## src/rtl/serial2parallel_pkg.sv

```systemverilog
// Shared definitions for the serial-to-parallel receiver.
//   get_width   : bits needed to hold a non-negative value (minimum 1)
//   CODE_*      : bit-order selectors for the reassembled word
//   ST_*        : receiver FSM state encodings
package serial2parallel_pkg;

   localparam int CODE_LITTLE = 0;
   localparam int CODE_BIG    = 1;

   localparam logic [0:0] ST_IDLE = 1'b0;
   localparam logic [0:0] ST_RECV = 1'b1;

   function automatic int get_width(input int value);
      int w;
      w = 1;
      for (int i = 1; i < 31; i++) begin
         if ((value >> i) != 0) w = i + 1;
      end
      return w;
   endfunction

endpackage

```

## src/rtl/serial2parallel_sync_edge_detect.sv

```systemverilog
// Single-bit synchroniser with rising-edge detect.
//   clk_i   : main clock
//   rst_i   : synchronous active-high reset
//   d_i     : asynchronous input
//   level_o : d_i after STAGES flops (STAGES=0 passes d_i straight through)
//   rise_o  : one-cycle pulse when level_o goes 0 -> 1
module sync_edge_detect #(
   parameter int STAGES = 2
) (
   input  logic clk_i,
   input  logic rst_i,
   input  logic d_i,
   output logic level_o,
   output logic rise_o
);

   logic level_d_q;

   generate
      if (STAGES == 0) begin : g_bypass
         assign level_o = d_i;
      end else begin : g_chain
         logic [STAGES-1:0] chain_q;

         always_ff @(posedge clk_i) begin
            if (rst_i) begin
               chain_q <= '0;
            end else begin
               chain_q[0] <= d_i;
               for (int i = 1; i < STAGES; i++) begin
                  chain_q[i] <= chain_q[i-1];
               end
            end
         end

         assign level_o = chain_q[STAGES-1];
      end
   endgenerate

   always_ff @(posedge clk_i) begin
      if (rst_i) level_d_q <= 1'b0;
      else       level_d_q <= level_o;
   end

   assign rise_o = level_o & ~level_d_q;

endmodule

```

## src/rtl/serial2parallel.sv

```systemverilog
// Serial-to-parallel receiver for the three-wire (s_clk, s_clr, s_dat) link.
// Oversamples s_clk in the clk domain and rebuilds DATA_BITS-bit words.
//   clk   : main clock
//   rst   : synchronous active-high reset
//   s_clk : serial clock, data taken on its rising edge
//   s_clr : serial clear, starts (or restarts) a frame
//   s_dat : serial data
//   data  : last completed word, held until the next completion
//   valid : one-cycle pulse, data updated in the same cycle
//   busy  : frame in progress
//   abort : one-cycle pulse when s_clr restarts a partially received frame
//
// state   | meaning
// --------+-------------------------------------------------------------
// ST_IDLE | waiting for s_clr; s_clk edges ignored
// ST_RECV | collecting bits; completes on the DATA_BITS-th rise
module serial2parallel
   import serial2parallel_pkg::*;
#(
   parameter int DATA_BITS   = 32,
   parameter int CODE_ENDIAN = CODE_LITTLE,
   parameter int SYNC_STAGES = 2
) (
   input  logic                 clk,
   input  logic                 rst,
   input  logic                 s_clk,
   input  logic                 s_clr,
   input  logic                 s_dat,
   output logic [DATA_BITS-1:0] data,
   output logic                 valid,
   output logic                 busy,
   output logic                 abort
);

   localparam int                CNT_W    = get_width(DATA_BITS - 1);
   localparam logic [CNT_W-1:0]  CNT_LAST = CNT_W'(DATA_BITS - 1);

   logic clk_lvl_unused;
   logic clk_rise;
   logic clr_lvl;
   logic clr_rise_unused;
   logic dat_lvl;
   logic dat_rise_unused;

   // Identical chains on all three wires keep them mutually aligned.
   sync_edge_detect #(.STAGES(SYNC_STAGES)) u_sync_clk (
      .clk_i   (clk),
      .rst_i   (rst),
      .d_i     (s_clk),
      .level_o (clk_lvl_unused),
      .rise_o  (clk_rise)
   );

   sync_edge_detect #(.STAGES(SYNC_STAGES)) u_sync_clr (
      .clk_i   (clk),
      .rst_i   (rst),
      .d_i     (s_clr),
      .level_o (clr_lvl),
      .rise_o  (clr_rise_unused)
   );

   sync_edge_detect #(.STAGES(SYNC_STAGES)) u_sync_dat (
      .clk_i   (clk),
      .rst_i   (rst),
      .d_i     (s_dat),
      .level_o (dat_lvl),
      .rise_o  (dat_rise_unused)
   );

   logic [0:0]           state_q, state_d;
   logic [CNT_W-1:0]     count_q, count_d;
   logic [DATA_BITS-1:0] sreg_q, sreg_d;
   logic [DATA_BITS-1:0] data_q, data_d;
   logic                 valid_q, valid_d;
   logic                 abort_q, abort_d;
   logic [DATA_BITS-1:0] sreg_shift;

   generate
      if (CODE_ENDIAN == CODE_BIG) begin : g_big
         assign sreg_shift = {sreg_q[DATA_BITS-2:0], dat_lvl};
      end else begin : g_little
         assign sreg_shift = {dat_lvl, sreg_q[DATA_BITS-1:1]};
      end
   endgenerate

   always_comb begin
      state_d = state_q;
      count_d = count_q;
      sreg_d  = sreg_q;
      data_d  = data_q;
      valid_d = 1'b0;
      abort_d = 1'b0;
      case (state_q)
         ST_IDLE: begin
            if (clr_lvl) begin
               state_d = ST_RECV;
               count_d = '0;
               sreg_d  = '0;
            end
         end
         ST_RECV: begin
            // Clear has priority; a coincident rise is dropped.
            if (clr_lvl) begin
               count_d = '0;
               sreg_d  = '0;
               abort_d = (count_q != '0);
            end else if (clk_rise) begin
               sreg_d = sreg_shift;
               if (count_q == CNT_LAST) begin
                  data_d  = sreg_shift;
                  valid_d = 1'b1;
                  state_d = ST_IDLE;
                  count_d = '0;
               end else begin
                  count_d = count_q + CNT_W'(1);
               end
            end
         end
         default: state_d = ST_IDLE;
      endcase
   end

   always_ff @(posedge clk) begin
      if (rst) begin
         state_q <= ST_IDLE;
         count_q <= '0;
         sreg_q  <= '0;
         data_q  <= '0;
         valid_q <= 1'b0;
         abort_q <= 1'b0;
      end else begin
         state_q <= state_d;
         count_q <= count_d;
         sreg_q  <= sreg_d;
         data_q  <= data_d;
         valid_q <= valid_d;
         abort_q <= abort_d;
      end
   end

   assign data  = data_q;
   assign valid = valid_q;
   assign busy  = (state_q == ST_RECV);
   assign abort = abort_q;

endmodule

```

## config.mk

```make
export PLATFORM = sky130hd
export DESIGN_NAME = serial2parallel
export DESIGN_NICKNAME = d
export VERILOG_FILES = /design/src/rtl/serial2parallel_pkg.sv /design/src/rtl/serial2parallel_sync_edge_detect.sv /design/src/rtl/serial2parallel.sv
export SDC_FILE = /design/constraint.sdc
export NUM_CORES = 1
export LEC_CHECK = 0
export BUFFER_PORTS_ARGS = -buffer_cell sky130_fd_sc_hd__buf_2
export CAP_MARGIN = 20
export CORE_MARGIN = 2
export CORE_UTILIZATION = 45
export DETAILED_ROUTE_END_ITERATION = 10
export PLACE_DENSITY_LB_ADDON = 0.12
export SLEW_MARGIN = 20
export SYNTH_ARGS = -nofsm -noshare
export SYNTH_HDL_FRONTEND = slang
export SYNTH_HIERARCHICAL = 1
export SYNTH_SLANG_ARGS = --single-unit
```

## constraint.sdc

```tcl
create_clock -name clk -period 1.65 [get_ports clk]
set_clock_uncertainty 0.1 [all_clocks]
set_input_delay 0.33 -clock clk [delete_from_list [all_inputs] [get_ports clk]]
set_output_delay 0.33 -clock clk [all_outputs]
set_load 0.02 [all_outputs]
```

==> results by group <==
Run status
  • Outcome: finished, violations left
  • Violated checks: negative setup slack

Floorplan
  • Number of placement rows: 28
  • Height of the die: 82.1 um
  • Area of the placeable core: 5920 um^2
  • # IOs: 40
  • Horiz. Die Dim: 82.1 um
  • Initial core utilization: 46.4%
  • Die Footprint: 6740 um^2

Layout
  • Layout cells sized above 1: 22.1%
  • Relative area change from synthesis to final layout: 22.1%
  • Utilization of the core after routing: 56.6%
  • Nets: 384
  • Leading cell types in the layout, fill and taps excluded: sky130_fd_sc_hd__nand2_1, sky130_fd_sc_hd__dfxtp_1, sky130_fd_sc_hd__a21oi_1
  • Number of antenna cells inserted: 0
  • Most frequent standard cell in the layout excluding fill and tap cells: sky130_fd_sc_hd__nand2_1
  • Filler instances: 566
  • Final standard cell count with taps included and fillers excluded: 455

GRT
  • Vias in the first global route: 2029
  • Overflow after GRT: 0
  • Antenna violations before repair: 0
  • Wire length of the first global-routing pass: 9200 um
  • Global router's overall resource usage: 18.0%
  • Pin count of the biggest net entering global routing: 42

Timing
  • Maximum clock frequency: 599 MHz
  • Max-slew violation count: 0
  • RSZ-0062 raised after global routing: true
  • Worst max-slew margin expressed relative to the limit: 52.0%
  • Crit path setup slack, layout: -0.0196 ns
  • Post-route fraction of the period consumed by the critical path: 101%
  • Finish-stage setup viols: 1
  • Fin. Hold Viols: 0
  • Time the final worst path needs with I/O delays and setup: 1.67 ns
  • Transition time of the tightest slew-check pin: 0.720 ns

Critical path
  • Register-to-register setup slack: -0.02 ns
  • Series of cell instances along the critical path: ha_4 > and3_4 > ha_4 > or4b_1 > a21oi_2
  • Cell class contributing the biggest share of worst-path delay: simple AND/OR/NAND/NOR gates
  • Endpoint required time on the critical path: 1.83 ns
  • CP max FO: 3
  • Startpoint of the worst register-to-register path: count_q[0]$_SDFFE_PP0P_
  • Cell repeated most along the worst path: sky130_fd_sc_hd__ha_4
  • Data arrival time at the worst-slack endpoint: 1.85 ns
  • Sort of element at the end of the critical path: flip-flop
  • Peak per-stage delay on the critical path: 0.53 ns
  • Reg-to-reg endpoint: count_q[2]$_SDFFE_PP0P_
  • Worst path slowest cell: sky130_fd_sc_hd__or4b_1
  • Type of the worst setup path: flip-flop to flip-flop
  • Number of buffers and inverters on the critical path: 0
  • R2r worst-path depth: 5
  • Worst setup SP type: flip-flop

Clock network
  • Worst-Skew Late Latency: 0.35 ns
  • # clock sinks: 78
  • Post-CTS setup repair buffer count: 0
  • Clock tree from TritonCTS: done
  • Root buf cell: sky130_fd_sc_hd__clkbuf_8
  • Clock transition time at the flip-flop clock pins of the worst setup and hold paths: 0.08 ns
  • Num CTS Buffers: 9
  • Deepest level of the CTS H-tree: 3
  • Buffer depth of the longest clock path: 2
  • Cts hold-fix bufs: 0

Drt
  • Wire per inst: 11.9 um
  • Post-detailed-route via-to-cell ratio: 4.87
  • Number of iterations in the first detailed-routing pass: 4
  • Wire length reported by the detailed router: 5400 um
  • DRT antenna net count: 0
  • DRC errors left: 0
  • Via total after detailed routing: 2214
  • Number of DRC markers in iteration 0: 85

Min path
  • Start point of the worst min-delay path: s_clr
  • Path class of the lowest-slack min-delay path: input pin to flip-flop
  • Hold path endpoint: u_sync_clr/g_chain.chain_q[0]$_SDFF_PP0_
  • Worst Hold Depth: 2

Synthesis
  • Netlist area before placement: 2750 um^2
  • Syn avg cell area: 8.17 um^2
  • Post-synthesis instance total: 336
  • Count of warnings emitted by yosys: 6
  • Syn_nets: 345

Placed design
  • Count of port buffers added during placement: 39
  • Placed Cells incl. Taps: 439
  • Detailed placer's ending HPWL: 3240 um
  • Routability congestion estimate: 0.831

Power and ir drop
  • Static leakage power: 0.00122 uW
  • Cell area power density: 1060 nW/um^2
  • Largest vdd supply drop: 0.543 mV

Flow run
  • Number of maximum-capacitance constraint violations: 0
-- worst reg2reg max path, cell delays in order, from the launching register on --
cell                      delay, ns
sky130_fd_sc_hd__dfxtp_2       0.34
sky130_fd_sc_hd__ha_4          0.16
sky130_fd_sc_hd__and3_4        0.19
sky130_fd_sc_hd__ha_4          0.16
sky130_fd_sc_hd__or4b_1        0.53
sky130_fd_sc_hd__a21oi_2       0.12
-- repair_timing --
item                                    4_1_cts  5_1_grt
gates resized for setup                       8        7
pin swaps                                     2        0
endpoints found under the setup margin       34       31
-- through the flow --
| stage | setup TNS, ns | area (um^2) | hold WS, ns | total power [uW] | worst slack (ns) |
|---|---|---|---|---|---|
| 3_5_place_dp | -0.357 | 3060 | 0.320 | 2000 | -0.0429 |
| 6_report | -0.0196 | 3350 | 0.0898 | 3550 | -0.0196 |
| 4_1_cts | 0 | 3320 | 0.0770 | 3590 | 0.00291 |
| 5_1_grt | -1.25 | 3350 | 0.0837 | 3670 | -0.0807 |
| 3_3_place_gp | -0.00111 | 3060 | 0.316 | 2000 | -0.00111 |
| 2_1_floorplan | 0 | 2770 | 0.302 | 1980 | 0.0121 |
-- sequential cells by signal (all words and copies together), names as in the netlist --
register,cells
data,32
sreg_q,31
count_q,5
u_sync_clk/g_chain.chain_q,2
u_sync_clr/g_chain.chain_q,2
u_sync_dat/g_chain.chain_q,2
abort,1
busy,1
u_sync_clk/level_d_q,1
valid,1
-- area by class of cell --
cell class,instances,area [um^2],area share [%]
clock inverters,5,81.3,2.43
multi-input cells,233,1140,34.1
well taps,75,93.8,2.80
repair buffers,51,322,9.59
inverters,2,7.51,0.224
flip-flops and latches,78,1560,46.6
clock buffers,11,141,4.22
-- power breakdown --
part	internal (uW)	total (uW)	switching [uW]
sequential	1890	1900	5.65
clock	897	1590	690
combinational	16.8	63.9	47.1
-- worst max path at each step --
| stage | from | endpoint | slack, ns | depth (start not counted) |
|---|---|---|---|---|
| 2_1_floorplan | count_q[0]$_SDFFE_PP0P_ | count_q[3]$_SDFFE_PP0P_ | 0.01 | 5 |
| 3_3_place_gp | count_q[0]$_SDFFE_PP0P_ | data[1]$_SDFFE_PP0P_ | -0.001 | 7 |
| 3_5_place_dp | count_q[1]$_SDFFE_PP0P_ | data[1]$_SDFFE_PP0P_ | -0.04 | 7 |
| 4_1_cts | count_q[0]$_SDFFE_PP0P_ | data[22]$_SDFFE_PP0P_ | 0.003 | 7 |
| 5_1_grt | count_q[1]$_SDFFE_PP0P_ | count_q[2]$_SDFFE_PP0P_ | -0.08 | 5 |
| 6_report | count_q[0]$_SDFFE_PP0P_ | count_q[2]$_SDFFE_PP0P_ | -0.02 | 5 |
-- layer usage --
metal	GRT usage (%)	part of all wire (%)	vias up
met4	9.33	2.1	0
met3	4.57	3.4	11
met5	0	0	-
li1	-	-	1166
met1	22.3	49	999
met2	28.9	45	38
(Power assumes the default switching activity.)
